===== src/rtl/mux_nway_pkg.sv =====
// mux_nway_pkg: constants shared by the N-way registered multiplexer.
//   MODE_FIXED / MODE_RR : values of the 1-bit `mode` input
//   DEFAULT_N / DEFAULT_W : default channel count and data width
`ifndef MUX_NWAY_PKG_SV
`define MUX_NWAY_PKG_SV
package mux_nway_pkg;
    localparam logic MODE_FIXED = 1'b0;
    localparam logic MODE_RR    = 1'b1;
    localparam int   DEFAULT_N  = 8;
    localparam int   DEFAULT_W  = 16;
endpackage
`endif


===== src/rtl/mux_nway_rr_if.sv =====
// mux_nway_rr_if: bundles the N input channels, the selection controls and
// the single output channel of mux_nway_rr.
//   in_data/in_valid/in_ready : N producer channels, channel i at [i*W +: W]
//   mode/sel                  : arbitration mode and fixed-mode channel index
//   out_data/out_chan/out_valid/out_ready : registered consumer channel
//   out_parity                : present only with MUX_NWAY_PARITY_EN
// slave modport = the multiplexer, master modport = its environment.
interface mux_nway_rr_if
    import mux_nway_pkg::*;
#(
    parameter int N    = DEFAULT_N,
    parameter int W    = DEFAULT_W,
    parameter int SELW = $clog2(N)
);
    logic [N*W-1:0]  in_data;
    logic [N-1:0]    in_valid;
    logic [N-1:0]    in_ready;
    logic            mode;
    logic [SELW-1:0] sel;
    logic [W-1:0]    out_data;
    logic [SELW-1:0] out_chan;
    logic            out_valid;
    logic            out_ready;
`ifdef MUX_NWAY_PARITY_EN
    logic            out_parity;
`endif

    modport slave (
        input  in_data, in_valid, mode, sel, out_ready,
        output in_ready, out_data, out_chan, out_valid
`ifdef MUX_NWAY_PARITY_EN
        , output out_parity
`endif
    );

    modport master (
        output in_data, in_valid, mode, sel, out_ready,
        input  in_ready, out_data, out_chan, out_valid
`ifdef MUX_NWAY_PARITY_EN
        , input out_parity
`endif
    );
endinterface


===== src/rtl/mux_nway_rr_arbiter.sv =====
// rr_arbiter: purely combinational grant selection for mux_nway_rr.
//   req_i         : per-channel request (in_valid)
//   ptr_i         : last round-robin winner; scan starts at ptr_i+1
//   mode_i        : MODE_FIXED or MODE_RR
//   sel_i         : channel index used in fixed mode
//   grant_valid_o : a channel is granted
//   grant_idx_o   : index of the granted channel (0 when none)
module rr_arbiter
    import mux_nway_pkg::*;
#(
    parameter int N    = DEFAULT_N,
    parameter int SELW = $clog2(N)
) (
    input  logic [N-1:0]    req_i,
    input  logic [SELW-1:0] ptr_i,
    input  logic            mode_i,
    input  logic [SELW-1:0] sel_i,
    output logic            grant_valid_o,
    output logic [SELW-1:0] grant_idx_o
);
    // sel can encode indices up to 2**SELW-1; widen the request vector so a
    // dynamic select never runs past its end when N is not a power of two.
    localparam int NP = 1 << SELW;

    logic [NP-1:0] req_ext;
    int            idx;

    assign req_ext = NP'(req_i);

    always_comb begin
        grant_valid_o = 1'b0;
        grant_idx_o   = '0;
        idx           = 0;
        if (mode_i == MODE_FIXED) begin
            if (int'(sel_i) < N) begin
                grant_valid_o = req_ext[sel_i];
                grant_idx_o   = sel_i;
            end
        end else begin
            // Scan from the farthest to the nearest position after ptr; the
            // last hit is the nearest, which is the round-robin winner.
            for (int k = N; k >= 1; k--) begin
                idx = (int'(ptr_i) + k) % N;
                if (req_i[idx]) begin
                    grant_valid_o = 1'b1;
                    grant_idx_o   = SELW'(idx);
                end
            end
        end
    end
endmodule


===== src/rtl/mux_nway_rr.sv =====
// mux_nway_rr: N-way, W-bit registered multiplexer with valid/ready
// handshake and fixed-select or round-robin arbitration. One output register
// gives one cycle of latency at full throughput.
//   clk   : rising-edge clock
//   rst_n : synchronous active-low reset
//   bus   : mux_nway_rr_if.slave (inputs, controls, output channel)
// Optional feature: define MUX_NWAY_PARITY_EN to add a registered even-parity
// bit (out_parity) alongside out_data.
module mux_nway_rr
    import mux_nway_pkg::*;
#(
    parameter int N    = DEFAULT_N,
    parameter int W    = DEFAULT_W,
    parameter int SELW = $clog2(N)
) (
    input  logic         clk,
    input  logic         rst_n,
    mux_nway_rr_if.slave bus
);
    logic [W-1:0]    out_data_q, out_data_d;
    logic [SELW-1:0] out_chan_q, out_chan_d;
    logic            out_valid_q, out_valid_d;
    logic [SELW-1:0] ptr_q, ptr_d;
`ifdef MUX_NWAY_PARITY_EN
    logic            out_parity_q, out_parity_d;
`endif

    logic            load;
    logic            xfer;
    logic            grant_valid;
    logic [SELW-1:0] grant_idx;
    logic [W-1:0]    grant_data;

    rr_arbiter #(
        .N    (N),
        .SELW (SELW)
    ) u_arb (
        .req_i         (bus.in_valid),
        .ptr_i         (ptr_q),
        .mode_i        (bus.mode),
        .sel_i         (bus.sel),
        .grant_valid_o (grant_valid),
        .grant_idx_o   (grant_idx)
    );

    assign load       = !out_valid_q || bus.out_ready;
    assign xfer       = load && grant_valid;
    assign grant_data = bus.in_data[grant_idx*W +: W];

    // Ready is held low during reset so no producer believes a word was
    // taken on an edge where the register is being cleared.
    always_comb begin
        bus.in_ready = '0;
        if (rst_n && xfer) begin
            bus.in_ready[grant_idx] = 1'b1;
        end
    end

    always_comb begin
        out_data_d   = out_data_q;
        out_chan_d   = out_chan_q;
        out_valid_d  = out_valid_q;
        ptr_d        = ptr_q;
`ifdef MUX_NWAY_PARITY_EN
        out_parity_d = out_parity_q;
`endif
        if (xfer) begin
            out_data_d  = grant_data;
            out_chan_d  = grant_idx;
            out_valid_d = 1'b1;
`ifdef MUX_NWAY_PARITY_EN
            out_parity_d = ^grant_data;
`endif
            // Fixed-mode traffic must not disturb round-robin fairness.
            if (bus.mode == MODE_RR) begin
                ptr_d = grant_idx;
            end
        end else if (load) begin
            // Data and channel hold; only the valid flag drops.
            out_valid_d = 1'b0;
        end
    end

    always_ff @(posedge clk) begin
        if (!rst_n) begin
            out_data_q   <= '0;
            out_chan_q   <= '0;
            out_valid_q  <= 1'b0;
            ptr_q        <= SELW'(N - 1);   // channel 0 wins first
`ifdef MUX_NWAY_PARITY_EN
            out_parity_q <= 1'b0;
`endif
        end else begin
            out_data_q   <= out_data_d;
            out_chan_q   <= out_chan_d;
            out_valid_q  <= out_valid_d;
            ptr_q        <= ptr_d;
`ifdef MUX_NWAY_PARITY_EN
            out_parity_q <= out_parity_d;
`endif
        end
    end

    assign bus.out_data   = out_data_q;
    assign bus.out_chan   = out_chan_q;
    assign bus.out_valid  = out_valid_q;
`ifdef MUX_NWAY_PARITY_EN
    assign bus.out_parity = out_parity_q;
`endif
endmodule


===== src/flat_wrapper.sv =====
// flat-port wrapper written by rule: the top's interface ports become plain ports
module mux_nway_rr_flat import mux_nway_pkg::*;
#(
    parameter int N    = DEFAULT_N,
    parameter int W    = DEFAULT_W,
    parameter int SELW = $clog2(N)
)
  (clk, rst_n, bus_in_data, bus_in_valid, bus_mode, bus_sel, bus_out_ready, bus_in_ready, bus_out_data, bus_out_chan, bus_out_valid);
  mux_nway_rr_if #(.N(N), .W(W), .SELW(SELW)) bus_i ();
  input  logic clk;
  input  logic rst_n;
  input wire logic [$bits(bus_i.in_data)-1:0] bus_in_data;
  input wire logic [$bits(bus_i.in_valid)-1:0] bus_in_valid;
  input wire logic [$bits(bus_i.mode)-1:0] bus_mode;
  input wire logic [$bits(bus_i.sel)-1:0] bus_sel;
  input wire logic [$bits(bus_i.out_ready)-1:0] bus_out_ready;
  output wire logic [$bits(bus_i.in_ready)-1:0] bus_in_ready;
  output wire logic [$bits(bus_i.out_data)-1:0] bus_out_data;
  output wire logic [$bits(bus_i.out_chan)-1:0] bus_out_chan;
  output wire logic [$bits(bus_i.out_valid)-1:0] bus_out_valid;
  assign bus_i.in_data = bus_in_data;
  assign bus_i.in_valid = bus_in_valid;
  assign bus_i.mode = bus_mode;
  assign bus_i.sel = bus_sel;
  assign bus_i.out_ready = bus_out_ready;
  assign bus_in_ready = bus_i.in_ready;
  assign bus_out_data = bus_i.out_data;
  assign bus_out_chan = bus_i.out_chan;
  assign bus_out_valid = bus_i.out_valid;
  mux_nway_rr #(.N(N), .W(W), .SELW(SELW)) u_core (.clk(clk), .rst_n(rst_n), .bus(bus_i));
endmodule

===== config.mk =====
export PLATFORM = sky130hd
export DESIGN_NAME = mux_nway_rr_flat
export DESIGN_NICKNAME = d
export VERILOG_FILES = /design/src/rtl/mux_nway_pkg.sv /design/src/rtl/mux_nway_rr_if.sv /design/src/rtl/mux_nway_rr_arbiter.sv /design/src/rtl/mux_nway_rr.sv /design/src/flat_wrapper.sv
export SDC_FILE = /design/constraint.sdc
export NUM_CORES = 1
export LEC_CHECK = 0
export CORE_UTILIZATION = 35
export DETAILED_ROUTE_END_ITERATION = 8
export PLACE_DENSITY = 0.83
export SLEW_MARGIN = 20
export SYNTH_ARGS = -nofsm -noshare
export SYNTH_HDL_FRONTEND = slang
export SYNTH_HIERARCHICAL = 1
export SYNTH_SLANG_ARGS = --single-unit

===== constraint.sdc =====
create_clock -name clk -period 9.75 [get_ports clk]
set_clock_uncertainty 0.05 [all_clocks]
set_input_delay 1.95 -clock clk [delete_from_list [all_inputs] [get_ports clk]]
set_output_delay 1.95 -clock clk [all_outputs]
set_load 0.02 [all_outputs]

# Word-level counts from Yosys, hierarchy flattened
# Index checks and enable logic that the tools add are counted.
op_classes:
  addsub: 8
  n_div: 0
  mul: 0
  n_shift: 1
  order_cmp: 11
  mux: 49
  bitwise: 8
  reduce_logical: 15
  n_eq_ne: 0
op_table:
  columns: ["cell", "count"]
  rows:
  - ["variable part select 128 x 8 -> 16 bit", 1]
  - ["< comparator 4 x 5 -> 1 bit (second input constant)", 8]
  - ["two-way mux 1 bit", 29]
  - ["binary-select mux 1 bit (select 3 bit)", 9]
  - ["two-way mux 3 bit", 9]
  - ["OR reduction 3 bit", 8]
  - ["adder 3 bit (second input constant)", 4]
  - ["AND 1 bit (first input constant)", 8]
  - ["< comparator 3 x 4 -> 1 bit (second input constant)", 2]
  - ["two-way mux 8 bit", 1]
  - ["adder 3 x 1 -> 3 bit (second input constant)", 2]
  - ["adder 3 x 2 -> 3 bit (second input constant)", 2]
  - ["demux 1 bit (select 3 bit)", 1]
  - ["greater-or-equal comparator 3 x 1 -> 1 bit (second input constant)", 1]
  - ["logical AND 1 bit", 3]
  - ["AND reduction 2 bit", 1]
  - ["nonzero test 2 bit", 1]
  - ["zero test 1 bit", 1]
  - ["logical OR 1 bit", 1]
word_totals:
  latch_bits: 0
  memories: 0
  mem_bits_ro: 0
  ram_bits: 0
  reg_bits: 23
  out_inout_bits: 28
  wordCells: 96

# Depth between registers and ports, before layout
logic_depth:
  depth_word: 20
  ltp_mapped: 17
  ltp_nobuf: 11

# By module
# The synthesis kept the hierarchy.
modules_own_cells:
  columns: ["module", "area_each_um2", "n_inst", "cells_per_inst"]
  rows:
  - ["mux_nway_rr", 2045.7, 1, 218]
  - ["rr_arbiter", 1088.5, 1, 118]

# Worst setup path after synthesis
# Ideal clock, no wire load.
synth_timing:
  path_kind: "input to output"
  from: "in bus_in_valid[4]"
  to: "out bus_in_ready[3]"
  required_time_ps: 7750
  cell_stages: 10
  t_arrival_ps: 4609
  slack_ps: 3141
  cell_sequence: "mux4_2 mux2_2 nand2b_1 o31ai_1 mux2_1 a21oi_1 buf_6 buf_2 nand3_1 nor3_1"
synth_via:
  elab_chain_len: 17
synth_rtl:
  columns: ["item", "line", "text"]
  rows:
  - ["start, declared", "flat_wrapper.sv:13", "input wire logic [$bits(bus_i.in_valid)-1:0] bus_in_valid;"]
  - ["binary-select mux 1 bit (select 3 bit)", "mux_nway_rr_arbiter.sv:44", "if (req_i[idx]) begin"]
  - ["two-way mux 1 bit (implied by the code) (2 in series)", "mux_nway_rr_arbiter.sv:44", null]
  - ["two-way mux 3 bit (7 in series)", "mux_nway_rr_arbiter.sv:44", null]
  - ["two-way mux 3 bit (*)", "mux_nway_rr_arbiter.sv:44", null]
  - ["two-way mux 3 bit (*)", "mux_nway_rr_arbiter.sv:34", "if (mode_i == MODE_FIXED) begin"]
  - ["named net u_core.grant_idx[0]", "mux_nway_rr.sv:31", "logic [SELW-1:0] grant_idx;"]
  - ["< comparator 3 x 4 -> 1 bit (implied by the code) / greater-or-equal comparator 3 x 1 -> 1 bit (equally long branches)", "mux_nway_rr.sv:55", "bus.in_ready[grant_idx] = 1'b1;"]
  - ["logical AND 1 bit (implied by the code)", "mux_nway_rr.sv:55", null]
  - ["two-way mux 1 bit (implied by the code)", "mux_nway_rr.sv:55", null]
  - ["demux 1 bit (select 3 bit) (*)", null, null]
  - ["two-way mux 8 bit (*)", "mux_nway_rr.sv:54", "if (rst_n && xfer) begin"]
  - ["end, declared", "flat_wrapper.sv:17", "output wire logic [$bits(bus_i.in_ready)-1:0] bus_in_ready;"]
# The timed path passes the listed nets; every way through them passes the cells marked *. The select of a mux whose other input is x is not followed.

# Final worst setup path
layout_timing:
  from: "in bus_in_valid[2]"
  to: "out bus_in_ready[5]"
# Same word-level chain as after synthesis.

==> results.toml <==
[synth]
synth_cell_types = 51
ys_top_cells_by_count = "53 x mux2_2, 29 x nand2_1, 26 x a21oi_1, 23 x dfxtp_1"
yosysWarnings = 6
synth_edf_count = 0
synthTopCellsByArea = "mux2_2 19%, dfxtp_1 15%, mux4_2 10%"
synth-seq-cells = 23
synth.most_common_cell = "mux2_2"
syn_area_per_cell_um2 = 9.33
yosysTopAreaCellShare_pct = 19.0
synthFlopType = "dfxtp_1"
synth_nets = 481
synthArstFlopShare_pct = 0
synthesis.area_um2 = 3130
yosys.area.top_type = "mux2_2"
ys_seq_area_share_pct = 14.7
syn_inst = 336

[grt]
overflow = 0
grt_pass1_vias = 3378
antenna_found_initial = 0
grt_max_degree = 55
grt_first_pass_wirelength_um = 16800
grt.total_usage_pct = 21.8

[power]
seqPwrFrac_pct = 20.3
switchingPower_uw = 245
power_leakage_uw = 0.00178
p_sw_share_pct = 40.2
ir_drop_v = 0.0000629
internal_power_uw = 364
pwr-share-comb_pct = 70.0
power_uw = 609
powerDensity_nw_per_um2 = 126
power_frac_clock_pct = 9.6

[die]
io_pins = 171
core_area_um2 = 8680
die_area_um2 = 9340
row_count = 34
die_x_um = 96.6
start_util_pct = 36.1
die_h_um = 96.6

[cells_and_area]
n_antenna_cell = 0
syn2layout_area_growth_pct = 54.5
drive_gt1_share_pct = 20.5
final_nets = 625

[worst_setup_path]
critPathMostFrequentCell = "clkdlybuf4s50_1"
r2r-start = "u_core/ptr_q[0]"
critical_path.max_fanout = 17
critPathRequiredTime_ns = 7.75
arrival_ns = 5.99
reg2reg_depth = 12
timing.critical_path.to_type = "primary output"
r2r_slack_ns = 3.98
slowest_delay_ns = 0.65
cpMaxStageDelayCell = "clkdlybuf4s50_1"
start_kind = "input port"
crit_chain = "clkdlybuf4s50_1, mux4_2, mux2i_1, nand2b_1, o31ai_1, mux2_1, a21oi_4, nand3_1, nor3_1, clkdlybuf4s50_1"
path_class = "in2out"
rr_endpoint = "u_core/bus.out_data[1]"

[routing]
drc_errors = 0
via_per_inst = 5.92
dr.pass1.iters = 6
finalWirelength_um = 10700
final_antenna_net_count = 0
routedWlPerCell_um = 18.1
dr_total_vias = 3477
drt_first_iter_violations = 215

[sta]
whs_ns = 0.435
slew_headroom_pct = 37.3
drv_slew = 0
tightest_slew_ns = 0.941
setup_tns_ns = 0
fin_crit_ns = 7.99
setup_violations = 0
fin_crit_sh_pct = 82.0
rsz0062_at_grt = "false"
max_freq_mhz = 125
hold_viol = 0

[clock_tree]
cts_buffers = 3
insertion_delay_ns = 0.26
cts_setup_buffers = 0
clk_pin_slew_ns = 0.08
cts_tree = "yes"
cts_resized = 0
cts_buffer_depth = 2
postCtsHoldBufs = 0
htree_levels = 1
cts_root_buf = "clkbuf_8"
cts_num_sinks = 23

[run_status]
outcome = "completed"

[placed_design]
dp_hpwl_um = 8290
portBuffers = 170
gp_congestion = 0.900

[min_path]
whs_path_depth = 2
whs_endpoint = "u_core/bus.out_chan[0]"
hold_class = "reg2reg"
hold_start = "u_core/bus.out_chan[0]"

[flow_run]
drv_cap = 0
==> state kept, by name, summed over array words and instances (netlist names) <==
name,count
u_core/ptr_q,3
u_core/bus.out_data,16
u_core/bus.out_valid,1
u_core/bus.out_chan,3
==> how the worst max path moves through the flow <==
stage | cells after the start | endpoint | start
after floorplan | 10 | bus_in_ready[3] | bus_in_valid[4]
after global placement | 10 | bus_in_ready[3] | bus_in_valid[2]
after detailed placement | 10 | bus_in_ready[5] | bus_in_valid[2]
after CTS | 10 | bus_in_ready[5] | bus_in_valid[2]
after global routing | 10 | bus_in_ready[5] | bus_in_valid[2]
final | 10 | bus_in_ready[5] | bus_in_valid[2]
==> placed cells by master (no fill, tap or decap), drive strengths merged, types with 5 or more instances in the layout <==
cell type / netlist / final
clkdlybuf4s50: 0 / 170
mux2: 75 / 75
nand2: 29 / 29
a21oi: 26 / 26
dfxtp: 23 / 23
a311oi: 17 / 17
a222oi: 16 / 16
mux4: 14 / 14
mux2i: 11 / 11
nor3: 9 / 9
inv: 9 / 9
nor2: 9 / 9
o21ai: 8 / 8
nand2b: 5 / 5
nor4: 5 / 5
nor2b: 5 / 5
==> through the flow <==
stage	instance area, um^2	worst slack (ns)	utilization [%]	instances
after global routing	4840	1.48	55.8	587
after detailed placement	4790	1.78	55.2	583
after global placement	4790	1.96	55.2	583
after CTS	4840	1.78	55.8	587
after floorplan	3130	3.14	-	336
final	4840	1.76	55.8	587
==> kinds of logic (layout without fill, tap and decap cells) <==
family | count (synthesis) | in the layout | synth area share (%)
compound gates | 92 | 92 | 21.7
xor+xnor | 5 | 5 | 1.40
fa+ha+maj | 2 | 2 | 0.798
buf+inv | 42 | 185 | 7.74
flops | 23 | 23 | 14.7
mux | 100 | 100 | 42.6
simple gates | 72 | 72 | 11.1
==> routing by layer <==
metal  track usage (%)  wire [um]  vias to the layer above
met5                 0          0                        -
met1              25.6       4110                     1639
met2              39.2       5420                      193
met4              8.27        330                        0
met3              3.90        783                       22
li1                  -          -                     1623
==> worst max-delay path, delay by kind of cell <==
| kind | cells | cell delay, ns |
|---|---|---|
| AO/OA/AOI/OAI | 2 | 0.78 |
| buffers and inverters | 2 | 1.23 |
| multiplexers | 3 | 1.38 |
| AND/OR/NAND/NOR | 3 | 0.64 |
==> power by group through the flow <==
stage	sequential [uW]	combinational, uW	clock, uW
floorplan	140	275	0
global placement	125	417	0
detailed placement	126	422	0
CTS	124	425	59.9
global route	127	455	65.0
finish	124	427	58.6
==> area by class of cell <==
type                    instances  area, um^2
fillers                       785        3840
repair buffers                172        1720
well taps                     108         135
inverters                       9        33.8
multi-input cells             271        2450
flip-flops and latches         23         460
clock buffers                   4        45.0
Power figures use the tool's default switching activity.
